<file path="src/rtl/sensor_display_sched.sv">
// sensor_display_sched
// Keeps the latest sample of each sensor/timer channel, drives the FND data
// path with the selected channel (manual stepping or timed auto-rotation),
// and serialises fresh samples into a valid/ready report stream.
// Optional build macro: SENSOR_SCHED_STALE_EN adds per-channel staleness
// tracking; without it disp_stale is tied to 0.
//
// Report handshake: rep_valid rises only with rep_ch/rep_data already loaded,
// and those three stay frozen until the cycle in which rep_valid && rep_ready
// is seen at a rising clk edge. rep_valid never drops without that handshake,
// except through reset.
module sensor_display_sched #(
    parameter int N_CH        = 4,
    parameter int DATA_W      = 32,
    parameter int DWELL_TICKS = 3000,
    parameter int STALE_TICKS = 5000,
    parameter int CH_W        = $clog2(N_CH)
) (
    input  logic                   clk,
    input  logic                   rst,
    input  logic                   tick,
    input  logic [N_CH*DATA_W-1:0] ch_data,
    input  logic [N_CH-1:0]        ch_valid,
    input  logic [N_CH-1:0]        ch_en,
    input  logic                   auto_mode,
    input  logic                   btn_next,
    input  logic                   btn_prev,
    output logic [DATA_W-1:0]      disp_data,
    output logic [CH_W-1:0]        disp_ch,
    output logic                   disp_stale,
    output logic                   rep_valid,
    output logic [CH_W-1:0]        rep_ch,
    output logic [DATA_W-1:0]      rep_data,
    input  logic                   rep_ready,
    output logic                   rep_state_dbg
);

    localparam int DWELL_W = (DWELL_TICKS > 2) ? $clog2(DWELL_TICKS) : 1;
    localparam int STALE_W = $clog2(STALE_TICKS + 1);

    // Parameter range guard, evaluated at elaboration only.
    if (N_CH < 2 || N_CH > 16 || DWELL_TICKS < 2 || STALE_TICKS < 2) begin : g_bad_param
        $error("sensor_display_sched: parameter out of range");
    end

    typedef enum logic {
        ST_IDLE = 1'b0,
        ST_SEND = 1'b1
    } rep_state_e;

    // Channel index 'off' positions above 'base', modulo N_CH.
    function automatic logic [CH_W-1:0] idx_fwd(input logic [CH_W-1:0] base, input int off);
        int v;
        v = (int'(base) + off) % N_CH;
        return CH_W'(v);
    endfunction

    // Channel index 'off' positions below 'base', modulo N_CH (off <= N_CH).
    function automatic logic [CH_W-1:0] idx_bwd(input logic [CH_W-1:0] base, input int off);
        int v;
        v = (int'(base) + N_CH - off) % N_CH;
        return CH_W'(v);
    endfunction

    // Sample store and pending flags
    logic [DATA_W-1:0]  samp_q [N_CH];
    logic [DATA_W-1:0]  samp_d [N_CH];
    logic [N_CH-1:0]    pend_q, pend_d;

    // Display selection
    logic [CH_W-1:0]    cur_q, cur_d;
    logic [DWELL_W-1:0] dwell_cnt_q, dwell_cnt_d;
    logic [CH_W-1:0]    nxt_ch, prv_ch;
    logic               move_btn, dwell_end;
    logic [DATA_W-1:0]  disp_data_q, disp_data_d;
    logic [CH_W-1:0]    disp_ch_q, disp_ch_d;

    // Report path
    rep_state_e         state_q, state_d;
    logic [N_CH-1:0]    eligible;
    logic [CH_W-1:0]    grant_ch;
    logic               grant_load;
    logic               rep_valid_c;
    logic [CH_W-1:0]    last_q, last_d;
    logic [CH_W-1:0]    rep_ch_q, rep_ch_d;
    logic [DATA_W-1:0]  rep_data_q, rep_data_d;

    // Nearest enabled channel above and below cur; holds cur if none enabled.
    always_comb begin
        nxt_ch = cur_q;
        prv_ch = cur_q;
        for (int i = N_CH; i >= 1; i--) begin
            if (ch_en[idx_fwd(cur_q, i)]) nxt_ch = idx_fwd(cur_q, i);
            if (ch_en[idx_bwd(cur_q, i)]) prv_ch = idx_bwd(cur_q, i);
        end
    end

    // Sample capture; a fresh sample wins over a same-cycle grant clear, and
    // disabled channels never keep a pending record.
    always_comb begin
        samp_d = samp_q;
        pend_d = pend_q;
        for (int k = 0; k < N_CH; k++) begin
            if (ch_valid[k]) samp_d[k] = ch_data[k*DATA_W +: DATA_W];
            if (grant_load && (grant_ch == CH_W'(k))) pend_d[k] = 1'b0;
            if (ch_valid[k]) pend_d[k] = 1'b1;
            if (!ch_en[k]) pend_d[k] = 1'b0;
        end
    end

    // Sample store registers
    always_ff @(posedge clk) begin
        if (!rst) begin
            for (int k = 0; k < N_CH; k++) samp_q[k] <= '0;
            pend_q <= '0;
        end else begin
            samp_q <= samp_d;
            pend_q <= pend_d;
        end
    end

    // Channel selection: forced hop off a disabled channel, then a single
    // button, then dwell expiry. Dwell only runs in auto mode.
    always_comb begin
        move_btn  = btn_next ^ btn_prev;
        dwell_end = auto_mode && tick && (dwell_cnt_q >= DWELL_W'(DWELL_TICKS - 1));

        dwell_cnt_d = dwell_cnt_q;
        if (!auto_mode || move_btn) begin
            dwell_cnt_d = '0;
        end else if (tick) begin
            if (dwell_cnt_q >= DWELL_W'(DWELL_TICKS - 1)) dwell_cnt_d = '0;
            else                                          dwell_cnt_d = dwell_cnt_q + 1'b1;
        end

        cur_d = cur_q;
        if (!ch_en[cur_q])              cur_d = nxt_ch;
        else if (btn_next && !btn_prev) cur_d = nxt_ch;
        else if (btn_prev && !btn_next) cur_d = prv_ch;
        else if (dwell_end)             cur_d = nxt_ch;

        disp_data_d = samp_q[cur_q];
        disp_ch_d   = cur_q;
    end

    // Selection and display registers
    always_ff @(posedge clk) begin
        if (!rst) begin
            cur_q       <= '0;
            dwell_cnt_q <= '0;
            disp_data_q <= '0;
            disp_ch_q   <= '0;
        end else begin
            cur_q       <= cur_d;
            dwell_cnt_q <= dwell_cnt_d;
            disp_data_q <= disp_data_d;
            disp_ch_q   <= disp_ch_d;
        end
    end

    assign disp_data = disp_data_q;
    assign disp_ch   = disp_ch_q;

`ifdef SENSOR_SCHED_STALE_EN
    logic [STALE_W-1:0] stale_cnt_q [N_CH];
    logic [STALE_W-1:0] stale_cnt_d [N_CH];
    logic [N_CH-1:0]    stale_q, stale_d;
    logic               disp_stale_q, disp_stale_d;

    // Ticks since each channel's last sample, saturating at STALE_TICKS.
    always_comb begin
        stale_cnt_d = stale_cnt_q;
        stale_d     = stale_q;
        for (int k = 0; k < N_CH; k++) begin
            if (ch_valid[k]) begin
                stale_cnt_d[k] = '0;
                stale_d[k]     = 1'b0;
            end else if (tick && (stale_cnt_q[k] < STALE_W'(STALE_TICKS))) begin
                stale_cnt_d[k] = stale_cnt_q[k] + 1'b1;
                if (stale_cnt_q[k] == STALE_W'(STALE_TICKS - 1)) stale_d[k] = 1'b1;
            end
        end
        disp_stale_d = stale_q[cur_q];
    end

    // Staleness registers; every channel counts as stale until first sampled.
    always_ff @(posedge clk) begin
        if (!rst) begin
            for (int k = 0; k < N_CH; k++) stale_cnt_q[k] <= '0;
            stale_q      <= '1;
            disp_stale_q <= 1'b1;
        end else begin
            stale_cnt_q  <= stale_cnt_d;
            stale_q      <= stale_d;
            disp_stale_q <= disp_stale_d;
        end
    end

    assign disp_stale = disp_stale_q;
`else
    assign disp_stale = 1'b0;
`endif

    // Round-robin grant among enabled pending channels, starting after last.
    always_comb begin
        eligible = pend_q & ch_en;
        grant_ch = last_q;
        for (int i = N_CH; i >= 1; i--) begin
            if (eligible[idx_fwd(last_q, i)]) grant_ch = idx_fwd(last_q, i);
        end
    end

    // Report FSM state register
    always_ff @(posedge clk) begin
        if (!rst) state_q <= ST_IDLE;
        else      state_q <= state_d;
    end

    // Report FSM next state
    always_comb begin
        state_d = state_q;
        case (state_q)
            ST_IDLE: if (|eligible) state_d = ST_SEND;
            ST_SEND: if (rep_ready) state_d = ST_IDLE;
            default: state_d = ST_IDLE;
        endcase
    end

    // Report FSM outputs
    always_comb begin
        rep_valid_c = 1'b0;
        grant_load  = 1'b0;
        case (state_q)
            ST_IDLE: grant_load  = |eligible;
            ST_SEND: rep_valid_c = 1'b1;
            default: ;
        endcase
    end

    // Record payload; loaded from the stored sample at grant, frozen in SEND.
    always_comb begin
        rep_ch_d   = rep_ch_q;
        rep_data_d = rep_data_q;
        last_d     = last_q;
        if (grant_load) begin
            rep_ch_d   = grant_ch;
            rep_data_d = samp_q[grant_ch];
            last_d     = grant_ch;
        end
    end

    // Record payload registers
    always_ff @(posedge clk) begin
        if (!rst) begin
            rep_ch_q   <= '0;
            rep_data_q <= '0;
            last_q     <= '0;
        end else begin
            rep_ch_q   <= rep_ch_d;
            rep_data_q <= rep_data_d;
            last_q     <= last_d;
        end
    end

    assign rep_valid     = rep_valid_c;
    assign rep_ch        = rep_ch_q;
    assign rep_data      = rep_data_q;
    assign rep_state_dbg = (state_q == ST_SEND);

endmodule

</file>
<file path="config.mk">
export PLATFORM = sky130hd
export DESIGN_NAME = sensor_display_sched
export DESIGN_NICKNAME = d
export VERILOG_FILES = /design/src/rtl/sensor_display_sched.sv
export SDC_FILE = /design/constraint.sdc
export NUM_CORES = 1
export LEC_CHECK = 0
export BUFFER_PORTS_ARGS = -buffer_cell sky130_fd_sc_hd__buf_2
export CAP_MARGIN = 25
export CORE_MARGIN = 4
export CORE_UTILIZATION = 45
export CTS_CLUSTER_DIAMETER = 50
export DETAILED_ROUTE_END_ITERATION = 16
export PLACE_DENSITY_LB_ADDON = 0.15
export SYNTH_ARGS = -nofsm -noshare
export SYNTH_HDL_FRONTEND = slang
export SYNTH_SLANG_ARGS = --single-unit
</file>
<file path="constraint.sdc">
create_clock -name clk -period 1.8 [get_ports clk]
set_input_delay 0 -clock clk [delete_from_list [all_inputs] [get_ports clk]]
set_output_delay 0 -clock clk [all_outputs]
set_load 0.1 [all_outputs]
</file>
[Word level (Yosys, flattened, before mapping)]
Cells that the tools add are included.
W data, S select, Z words.
Cells by class
  magnitude comparators: 16
  bitwise gates (word level): 6
  muxes and demuxes: 62
  eq/ne operators: 5
  add/sub/neg operators: 13
  reductions and logical operators: 24
Operators with widths (count)
  $bmux W32 S2: 2
  $mux W32: 4
  $lt A2 B3 Y1 const B: 13
  $mux W2: 16
  $bmux W1 S2: 13
  $mux W1: 25
  $add A12 B1 Y12 const B: 1
  $ge A12 B12 Y1 const B: 1
  $mux W12: 1
  $reduce_and A2 Y1: 5
  $add A2 B1 Y2 const B: 4
  $add A2 B2 Y2 const B: 4
  $logic_and A1 B1 Y1: 8
  $reduce_bool A2 Y1: 4
  $ne A7 B7 Y1 const B: 1
  $ge A3 B3 Y1 const B: 2
  $not A2 Y3: 2
  $sub A2 B1 Y2 const B: 3
  $and A4 B4 Y4: 1
  $eq A2 B2 Y1 const B: 2
  $ne A4 B2 Y1 const B: 1
  $reduce_or A4 Y1: 1
  $logic_not A1 Y1: 3
  $eq A2 B1 Y1 const B: 1
  7 further kinds: 8
Storage, ports and cells
  bits of input ports: 143
  register bits: 215
  output and inout port bits: 71
  word-level logic and storage cells: 141

[Logic depth before layout (Yosys ltp)]
  word-level depth: 11
  depth in mapped cells: 8
  mapped depth without buffers: 7

[Least setup slack after synthesis]
Ideal clock, no wire load.
  kind: flip-flop to flip-flop
  start point: register rep_ch[0] (netlist name)
  end point: register rep_data_q[18] (netlist: rep_data[18])
  period minus slack after synthesis: 2580 ps
  buffers on the path: 2
  stages on the path, launching flop included: 9
  setup time: 119 ps
  required time: 1681 ps
  slack: -780 ps
  data arrival time: 2461 ps
  cell sequence: dfxtp_1 and3b_1 a211oi_1 a21oi_1 buf_2 buf_2 mux2i_1 nand2_1 a32o_1
RTL lines
  to (signal assigned): line 260  | rep_data_q <= rep_data_d;
  to (decl): line 86  | logic [DATA_W-1:0] rep_data_q, rep_data_d;

==> run metrics <==
crit-path max cell delay=350 ps; placed cell areas=11250 sq um; drt pass-1 iters=4; Port-buffer cells=212; clock skew=10.77 ps; Finished Cell Area=14030 sq um; CTS Buf Count=27; Avg WL per Cell=19.32 um; Critical Path AT=2260 ps; Net Sw Frac=31.27%; most frequent cells in the layout=211 x buf_2, 207 x dfxtp_1, 191 x mux2i_1; Die W=154.7 um; final hold vios=0; reg2reg start=rep_ch[0]$_SDFFE_PN0P_; grt total ovfl=0; Synth Warn #=0; first-pass GRT wire length=45310 um; critical path type=reg2reg; Root Driver=clkbuf_16; crit share post-route=102.6%; combinational power share=25.6%; Reg power frac=35.6%; DRC=0; IO Pins=214; # fillers=1650; Post-Syn Area=9678 sq um; 1st-iter DRT viols=416; die area=23920 sq um; initial antenna violation count=0; sequential area share after synthesis=44.47%; Synth Register Bits=215; layout cells sized above 1=29.11%; Ant. Diodes=0; Setup WS pre-CTS=-87.82 ps; P_int=10290 uW; CP cell instances=and3b_1, a211oi_2, a21oi_4, buf_6, buf_12, mux2i_1, nand2_1, a32o_1; critical path peak fanout=5; final setup violation count=23; largest net degree at the start of global routing=173; fin util=66.55%; fmax=541.4 MHz; Synth cell types=43; via count=8090; unrepaired setup endpoints after global routing=true; CP max-delay cell=dfxtp_4; final worst slack=-46.96 ps; Final nets=1412; VDD IR max=669.9 uV; die height=154.7 um; Synth async-reset ratio=0%; Total GRT Usage=23.39%; power density over cell area=1066 nW/um^2; htree depth=1; syn_nets=1055; CP startpoint kind=flop; Initial Util=45.89%; Via density=5.186; FP Rows=53; Max Slew Vio Count=0; Layout area overhead=45.02%; worst hold path class=in2reg; Placer Congestion=0.7888; final wirelength=30140 um; Crit. End Element=flop; worst-margin pin slew=704.1 ps; TritonCTS clock tree=built; clock slew seen by the registers of the worst setup and hold paths=60 ps; remaining antenna violation count after routing=0; Switch Pwr=4681 uW; clk_lat worst skew=520 ps; crit path launch=rep_ch[0]$_SDFFE_PN0P_; EDFF count, synth=0; WP data required=2210 ps; final worst path period need=1847 ps; Clock power frac=38.8%; vias in the first global route=8292; top_reg_cell synth=dfxtp_1; Longest Clk Path Bufs=3; Syn Area/Cell=10.65 sq um; Lkg Pwr=0.006557 uW; most common cell after layout, fill and taps aside=buf_2; Gate Count Post-Synth=909; relative slew slack=53.06%; Core Region=21090 sq um; CTS sink count=215; Worst Hold Launch=rst; post-DP HPWL=16700 um; failing checks=setup timing; result of the run=finished with violations; MaxCap Viol Count=0
==> metrics by stage <==
step                      TNS [ps]  power (uW)  cells  hold slack [ps]
final                       -417.2       14970   1560            56.18
after global routing         -2401       15530   1560            68.65
after global placement      -805.4        8734   1358            253.9
after CTS                    -1215       14880   1553            51.88
after floorplan              -3004        7896    909            169.5
after detailed placement     -1558        8764   1358            262.2
==> critical path: cells and delay by family (launching register included) <==
| family | cells | cell delay (ps) |
|---|---|---|
| buffers and inverters | 2 | 330 |
| AOI/OAI and AO/OA | 3 | 520 |
| DFF | 1 | 350 |
| and+or+nand+nor | 2 | 320 |
| muxes | 1 | 230 |
==> Yosys cell counts (3+ instances only) <==
| cell type | n | area [sq um] |
|---|---|---|
| xor2_1 | 5 | 43.79 |
| mux4_2 | 33 | 743.2 |
| a21oi_1 | 7 | 35.03 |
| nor2b_1 | 136 | 850.8 |
| nand4_1 | 6 | 37.54 |
| o211ai_1 | 4 | 30.03 |
| o21a_1 | 3 | 22.52 |
| nor3_1 | 3 | 15.01 |
| clkbuf_1 | 59 | 221.5 |
| ha_1 | 3 | 37.54 |
| o211a_1 | 4 | 40.04 |
| and2_1 | 35 | 219.0 |
| xnor2_1 | 5 | 43.79 |
| o21ai_0 | 11 | 55.05 |
| nor2_1 | 19 | 71.32 |
| inv_1 | 6 | 22.52 |
| nand2_1 | 81 | 304.0 |
| buf_2 | 12 | 60.06 |
| nand3_1 | 4 | 20.02 |
| mux2i_1 | 194 | 1942 |
| a211oi_1 | 3 | 22.52 |
| dfxtp_1 | 215 | 4304 |
| a32o_1 | 32 | 320.3 |
==> state kept, by name, indices dropped and copies added (netlist names) <==
register	cells
samp_q	128
disp_data	32
rep_data	32
dwell_cnt_q	12
pend_q	4
cur_q	2
disp_ch	2
rep_ch	2
rep_state_dbg	1
==> cell families after synthesis <==
logic type	Yosys count	synth area share, %
and+or+nand+nor	293	16.35
muxes	227	27.74
DFF	215	44.47
buffers and inverters	82	3.491
AOI/OAI and AO/OA	78	6.607
xor gates and xnor gates	10	0.9049
adders and majority gates	3	0.3879
other	1	0.03875
==> cell type report <==
cell class / count / area [sq um] / area share [%]
clock inverters: 15 / 225.2 / 1.605
multi-input cells: 613 / 5179 / 36.90
clock buffers: 33 / 740.7 / 5.278
well taps: 275 / 344.1 / 2.452
repair buffers: 403 / 3202 / 22.81
flip-flops and latches: 215 / 4322 / 30.79
inverters: 6 / 22.52 / 0.1605
==> per-layer routing <==
layer	GRT usage, %	share of wire (%)
met5	0	0
met4	5.299	1.7
met3	5.316	6.7
met2	39.21	48
met1	30.96	43
==> power groups by stage <==
stage / sequential, uW / combinational (uW) / clock (uW)
detailed placement: 5410 / 3360 / 0
global placement: 5400 / 3340 / 0
finish: 5320 / 3830 / 5810
global route: 5360 / 4060 / 6110
CTS: 5310 / 3690 / 5890
floorplan: 6370 / 1530 / 0
==> final timing paths <==
path / to / cells after the start / slack (ps)
hold / removal: rep_state_dbg$_SDFF_PN0_ / 3 / 60
hold reg to reg: rep_data[15]$_SDFFE_PN0P_ / 1 / 470
setup / recovery: rep_data[9]$_SDFFE_PN0P_ / 8 / -50
setup reg to reg: rep_data[9]$_SDFFE_PN0P_ / 8 / -50
==> timing repair <==
action                                  CTS  global route
hold buffers                            137             0
pin swaps                                 7            39
gates cloned                              4             8
resized for setup                         8            33
hold endpoints to repair                145             0
buffers inserted                          7             4
endpoints found under the setup margin   33            36
No activity file was read; power rests on OpenSTA's default activity.
